--- config.mk ---
export PLATFORM = sky130hd
export DESIGN_NAME = bcd_encoder
export DESIGN_NICKNAME = d
export VERILOG_FILES = /design/src/rtl/bcd_encoder.sv
export SDC_FILE = /design/constraint.sdc
export NUM_CORES = 1
export LEC_CHECK = 0
export ABC_CLOCK_PERIOD_IN_PS = 1300
export BUFFER_PORTS_ARGS = -buffer_cell sky130_fd_sc_hd__buf_2
export CAP_MARGIN = 20
export CORE_AREA = 2 2 39 41
export DETAILED_ROUTE_END_ITERATION = 8
export DIE_AREA = 0 0 41 43
export GPL_TIMING_DRIVEN = 0
export HOLD_SLACK_MARGIN = 0.08
export PLACE_DENSITY = 0.51
export SLEW_MARGIN = 15
export SYNTH_ARGS = -nofsm -noshare
export SYNTH_HDL_FRONTEND = slang
export SYNTH_SLANG_ARGS = --single-unit
export TNS_END_PERCENT = 10
--- constraint.sdc ---
create_clock -name clk -period 1.3 [get_ports clk]
set_input_delay 0.13 -clock clk [delete_from_list [all_inputs] [get_ports clk]]
set_output_delay 0.13 -clock clk [all_outputs]
set_load 0.01 [all_outputs]
--- src/rtl/bcd_encoder.sv ---
// Registered 10-to-4 decimal-to-BCD priority encoder.
// Flags any active line (valid) and multi-hot inputs (multi).
module bcd_encoder #(
  parameter bit HIGH_PRIORITY = 1'b1
) (
  input  logic       clk,
  input  logic       rst,
  input  logic [9:0] in,
  output logic [3:0] out,
  output logic       valid,
  output logic       multi
);

  logic [3:0] code;
  logic       any;
  logic       many;

  // Pick the winning line; the later loop hit overrides earlier ones.
  always_comb begin
    code = 4'd0;
    if (HIGH_PRIORITY) begin
      for (int i = 0; i < 10; i++) begin
        if (in[i]) code = 4'(i);
      end
    end else begin
      for (int i = 9; i >= 0; i--) begin
        if (in[i]) code = 4'(i);
      end
    end
  end

  // Clearing the lowest set bit leaves something only if 2+ were set.
  always_comb begin
    any  = |in;
    many = |(in & (in - 10'd1));
  end

  // Output register with synchronous reset.
  always_ff @(posedge clk) begin
    if (rst) begin
      out   <= 4'd0;
      valid <= 1'b0;
      multi <= 1'b0;
    end else begin
      out   <= code;
      valid <= any;
      multi <= many;
    end
  end

endmodule

==> results of run 1 <==
flip-flops by register name, indices dropped and copies added, names as in the netlist:
name and count:
out 4, multi 1, valid 1
path summary, 6_finish.rpt:
path / cells after the start / to
worst max-delay path: 6 / multi
worst min-delay path: 2 / multi
report_power, final:
| group | total [mW] | switching (mW) | internal [mW] |
|---|---|---|---|
| combinational | 0.0776 | 0.0436 | 0.0340 |
| clock | 0.165 | 0.0607 | 0.104 |
| sequential | 0.196 | 0.00156 | 0.195 |
cells by family after synthesis:
kind of cell | after synthesis | synth area share (%)
and+or+nand+nor | 14 | 25.94
DFF | 6 | 40.17
AOI/OAI and AO/OA | 13 | 26.78
buffers and inverters | 3 | 3.765
adders and majority gates | 1 | 3.347
metrics by stage:
step | hold WS [ns] | cells | utilization (%)
floorplan | 0.1991 | 37 | -
global placement | 0.3754 | 70 | 29.20
detailed placement | 0.3656 | 70 | 29.20
CTS | 0.1080 | 73 | 30.83
global route | 0.1184 | 73 | 30.83
finish | 0.1213 | 73 | 30.83
metal layers:
metal | up-vias | part of all wire (%) | global-route usage, %
li1 | 176 | - | -
met1 | 138 | 44 | 11.25
met2 | 14 | 45 | 14.69
met3 | 0 | 11 | 3.141
met4 | 0 | 0 | 10.00
met5 | - | 0 | 0
Yosys cell counts (all sizes together):
| cell type | instances | area, µm² |
|---|---|---|
| dfxtp | 6 | 120.1 |
| nor2 | 6 | 22.52 |
| o21ai | 4 | 20.01 |
| a21oi | 3 | 15.01 |
| inv | 3 | 11.26 |
| nand2 | 3 | 11.26 |
| a2111oi | 2 | 17.52 |
| a31oi | 2 | 12.51 |
| nor3 | 2 | 20.02 |
| maj3 | 1 | 10.01 |
| nand4 | 1 | 6.260 |
| nor2b | 1 | 6.260 |
| o211ai | 1 | 7.510 |
| o21bai | 1 | 7.510 |
| or3 | 1 | 11.26 |
cell usage in the layout (no fill, tap or decap):
cell,count
o211ai_1,1
dfxtp_1,6
inv_1,3
a21oi_1,3
nand4_1,1
nor2b_1,1
a31oi_1,2
nand2_1,3
buf_2,17
o21ai_0,1
a2111oi_0,2
o21ai_1,3
o21bai_1,1
nor2_1,6
or3_4,1
maj3_1,1
nor3_2,2
clkbuf_4,3
layout make-up:
| cell class | instances | area [µm²] | area share (%) |
|---|---|---|---|
| repair buffers | 17 | 85.08 | 19.94 |
| clock buffers | 3 | 22.52 | 5.279 |
| well taps | 16 | 20.02 | 4.692 |
| multi-input cells | 28 | 167.7 | 39.30 |
| inverters | 3 | 11.26 | 2.639 |
| flip-flops and latches | 6 | 120.1 | 28.15 |
==> results_dict.tcl, run 1 <==
set metrics [dict create \
    antenna_found_initial 0 \
    synth_cell_types 16 \
    syn2layout_area_growth_pct 42.68 \
    dr.pass1.iters 2 \
    n_fill_cell 164 \
    syn_area_um2 299.0 \
    overflow 0 \
    cap_violations 0 \
    cts_tree "built" \
    antennaDiodeCount 0 \
    io_pins 18 \
    cts_made_buffers 3 \
    post_cts_buffers 0 \
    syn-num-nets 49 \
    first_iter_violations 5 \
    vdd_drop_max_mv 0.1602 \
    finalHoldViolCount 0 \
    timing.final.crit_share_pct 74.37 \
    grt_max_degree 7 \
    cts_sinks 6 \
    setup_slack_ns 0.3332 \
    path_class "in2reg" \
    fin_area_um2 426.7 \
    die_x_um 41 \
    start_kind "primary input" \
    fp.dieArea_um2 1763 \
    hold_class "in2reg" \
    power_leakage_nw 0.2043 \
    yosysWarningCount 0 \
    clock-root-buffer "clkbuf_4" \
    synth.ff_latch_count 6 \
    rows 14 \
    start_util_pct 21.61 \
    path_clk_slew_ns 0.04 \
    setup_violations 0 \
    clock.fmax_mhz 1034 \
    crit_chain "buf_2, or3_4, nor3_2, a21oi_1, nand2_1, a31oi_1" \
    powerDensity_nw_per_um2 1028 \
    power_uw 438.7 \
    tns_ns 0 \
    crit_required_ns 1.42 \
    post_drt_wl_per_cell_um 9.356 \
    core_area_um2 1384 \
    status "completed" \
    gp_congestion 0.7411 \
    grt.total_usage_pct 10.34 \
    min_period_ns 0.9668 \
    die_h_um 43 \
    vias 328 \
    detail-route-antenna-nets 0 \
    startpoint "in[1]" \
    clockBufferDepth 2 \
    grt_pass1_wl_um 1179 \
    cts_repair_resize_count 0 \
    h-tree-depth 1 \
    io_buffer_count 17 \
    grt_setup_unrepaired "no" \
    cp_slowest_cell "or3_4" \
    drv_slew 0 \
    final_nets 71 \
    cpLargestDelayFamily "simple AND/OR/NAND/NOR gates" \
    slew_headroom_pct 75.90 \
    yosysSeqAreaShare_pct 40.17 \
    holdCritStartpoint "rst" \
    dp_hpwl_um 569.7 \
    synthCells 37 \
    avgSynthCellArea_um2 8.082 \
    crit_fanout 3 \
    worstPathArrival_ns 1.09 \
    cp_num_buf_inv 1 \
    worst_pin_slew_ns 0.3524 \
    holdBufCountCts 0 \
    endpoint_kind "register" \
    route.detailed.drc 0 \
    drive_gt1_share_pct 40.35 \
    max_stage_delay_ns 0.39 \
    routed_wirelength_um 683 \
    grt_pass1_vias 315 \
    via_per_inst 4.493 \
    place_worst_setup_slack_ns 0.08130 \
    dpl_cell_area_um2 404.1 \
]
Note: power is estimated with default switching activity, not from simulation.
==> run 2, diff against run 1 <==
--- a/config.mk
+++ b/config.mk
@@ -5,7 +5,7 @@
 export SDC_FILE = /design/constraint.sdc
 export NUM_CORES = 1
 export LEC_CHECK = 0
-export ABC_CLOCK_PERIOD_IN_PS = 1300
+export ABC_CLOCK_PERIOD_IN_PS = 1000
 export BUFFER_PORTS_ARGS = -buffer_cell sky130_fd_sc_hd__buf_2
 export CAP_MARGIN = 20
 export CORE_AREA = 2 2 39 41
==> constraint.sdc (replaced) <==
create_clock -name clk -period 1 [get_ports clk]
set_input_delay 0.1 -clock clk [delete_from_list [all_inputs] [get_ports clk]]
set_output_delay 0.1 -clock clk [all_outputs]
set_load 0.01 [all_outputs]
==> run 2 against run 1 <==
Clock power up 30%. Sequential share of layout area down 2.2 points. Flip-flop and latch count unchanged. Via count up 4.9%. Global-route usage up 1.1 points. Count of clock-buffer cells in the layout unchanged. Hold slack worse by 0.034 ns.
==> results_dict.tcl, run 2 (synthesis gave the netlist of run 1 again) <==
set metrics [dict create \
    path_class "in2reg" \
    tns_ns 0 \
    routed_wirelength_um 758 \
    clock-root-buffer "clkbuf_4" \
    dr.pass1.iters 2 \
    reg.largest.list "out: 4 flops, multi: 1 flops, valid: 1 flops" \
    start_util_pct 21.61 \
    timing.final.crit_share_pct 93.72 \
    final_cell_mix "buf_2 (17), nor2_1 (6), dfxtp_1 (6)" \
    cp_num_buf_inv 1 \
    h-tree-depth 1 \
    grt.total_usage_pct 11.45 \
    cp_slowest_cell "or3_4" \
    cts_sinks 6 \
    worst_pin_slew_ns 0.3745 \
    power_leakage_nw 0.2175 \
    cap_violations 0 \
    gp_congestion 0.7411 \
    post_drt_wl_per_cell_um 9.974 \
    rows 14 \
    place_inst 70 \
    vias 344 \
    endpoint_kind "register" \
    grt_setup_unrepaired "no" \
    place_worst_setup_slack_ns -0.1887 \
    core_area_um2 1384 \
    path_clk_slew_ns 0.04 \
    antenna_found_initial 0 \
    start_kind "primary input" \
    crit_fanout 3 \
    finalHoldViolCount 0 \
    dp_hpwl_um 569.7 \
    cts_tree "built" \
    crit_required_ns 1.12 \
    clock.fmax_mhz 1067 \
    final_common_cell "buf_2" \
    layout.cells.non_filler 76 \
    via_per_inst 4.526 \
    fin_util_pct 33.45 \
    overflow 0 \
    largest_reg_flops 4 \
    vdd_drop_max_mv 0.2095 \
    worstPathArrival_ns 1.06 \
    cpLargestDelayFamily "simple AND/OR/NAND/NOR gates" \
    detail-route-antenna-nets 0 \
    drv_slew 0 \
    max_stage_delay_ns 0.39 \
    status "completed" \
    io_buffer_count 17 \
    first_iter_violations 3 \
    setup_violations 0 \
    slew_headroom_pct 74.39 \
    power_uw 585.0 \
    top_register "out" \
    grt_pass1_vias 344 \
    die_h_um 43 \
    grt_pass1_wl_um 1317 \
    final_nets 74 \
    drive_gt1_share_pct 40.00 \
    clockBufferDepth 2 \
    min_period_ns 0.9372 \
    die_x_um 41 \
    cts_made_buffers 3 \
    antennaDiodeCount 0 \
    io_pins 18 \
    n_fill_cell 160 \
    fp.dieArea_um2 1763 \
    grt_max_degree 6 \
    crit_chain "buf_2, or3_4, nor3_2, a21oi_1, nand2_1, a31oi_1" \
    powerDensity_nw_per_um2 1264 \
    route.detailed.drc 0 \
    setup_slack_ns 0.06278 \
    syn2layout_area_growth_pct 54.81 \
    hold_class "in2reg" \
]
-- run 2: cell count changes in the layout (fill, tap and decap cells not counted), sizes merged --
cell / delta
dlygate4sd3: +3
-- run 2: area by class of cell --
cell class,instances,area [µm²],share of cell area [%]
repair buffers,20,115.1,24.86
multi-input cells,28,173.9,37.57
flip-flops and latches,6,120.1,25.95
inverters,3,11.26,2.432
well taps,16,20.02,4.324
clock buffers,3,22.52,4.865
-- run 2: timing repair --
item	CTS	global route
endpoints found under the setup margin	0	1
hold endpoints to repair	1	0
gates resized for setup	0	2
hold buffers	3	0
buffers inserted	0	0
-- run 2: worst paths after layout --
| check | from | end | slack (ns) | cells after the start |
|---|---|---|---|---|
| worst max-delay path | in[1] | multi | 0.06 | 6 |
| worst min-delay path | rst | out[2] | 0.09 | 2 |
-- run 2: metrics by stage --
step	area [µm²]	hold WS, ns
final	462.9	0.08759
after floorplan	299.0	0.1691
after global routing	462.9	0.1068
after detailed placement	404.1	0.3356
after CTS	456.7	0.06662
after global placement	404.1	0.3454
-- run 2: layer usage --
metal  track usage [%]  part of all wire [%]  vias up
met4             10.00                     0        0
met3             3.141                   9.6        0
met5                 0                     0        -
met2             16.88                    48       14
li1                  -                     -      182
met1             12.54                    42      148
-- run 2: report_power, final --
| group | total [mW] | internal, mW | leakage, nW | switching (mW) |
|---|---|---|---|---|
| combinational | 0.115 | 0.0530 | 0.154 | 0.0616 |
| clock | 0.215 | 0.135 | 0.0138 | 0.0798 |
| sequential | 0.255 | 0.253 | 0.0501 | 0.00203 |
| total | 0.585 | 0.442 | 0.217 | 0.143 |
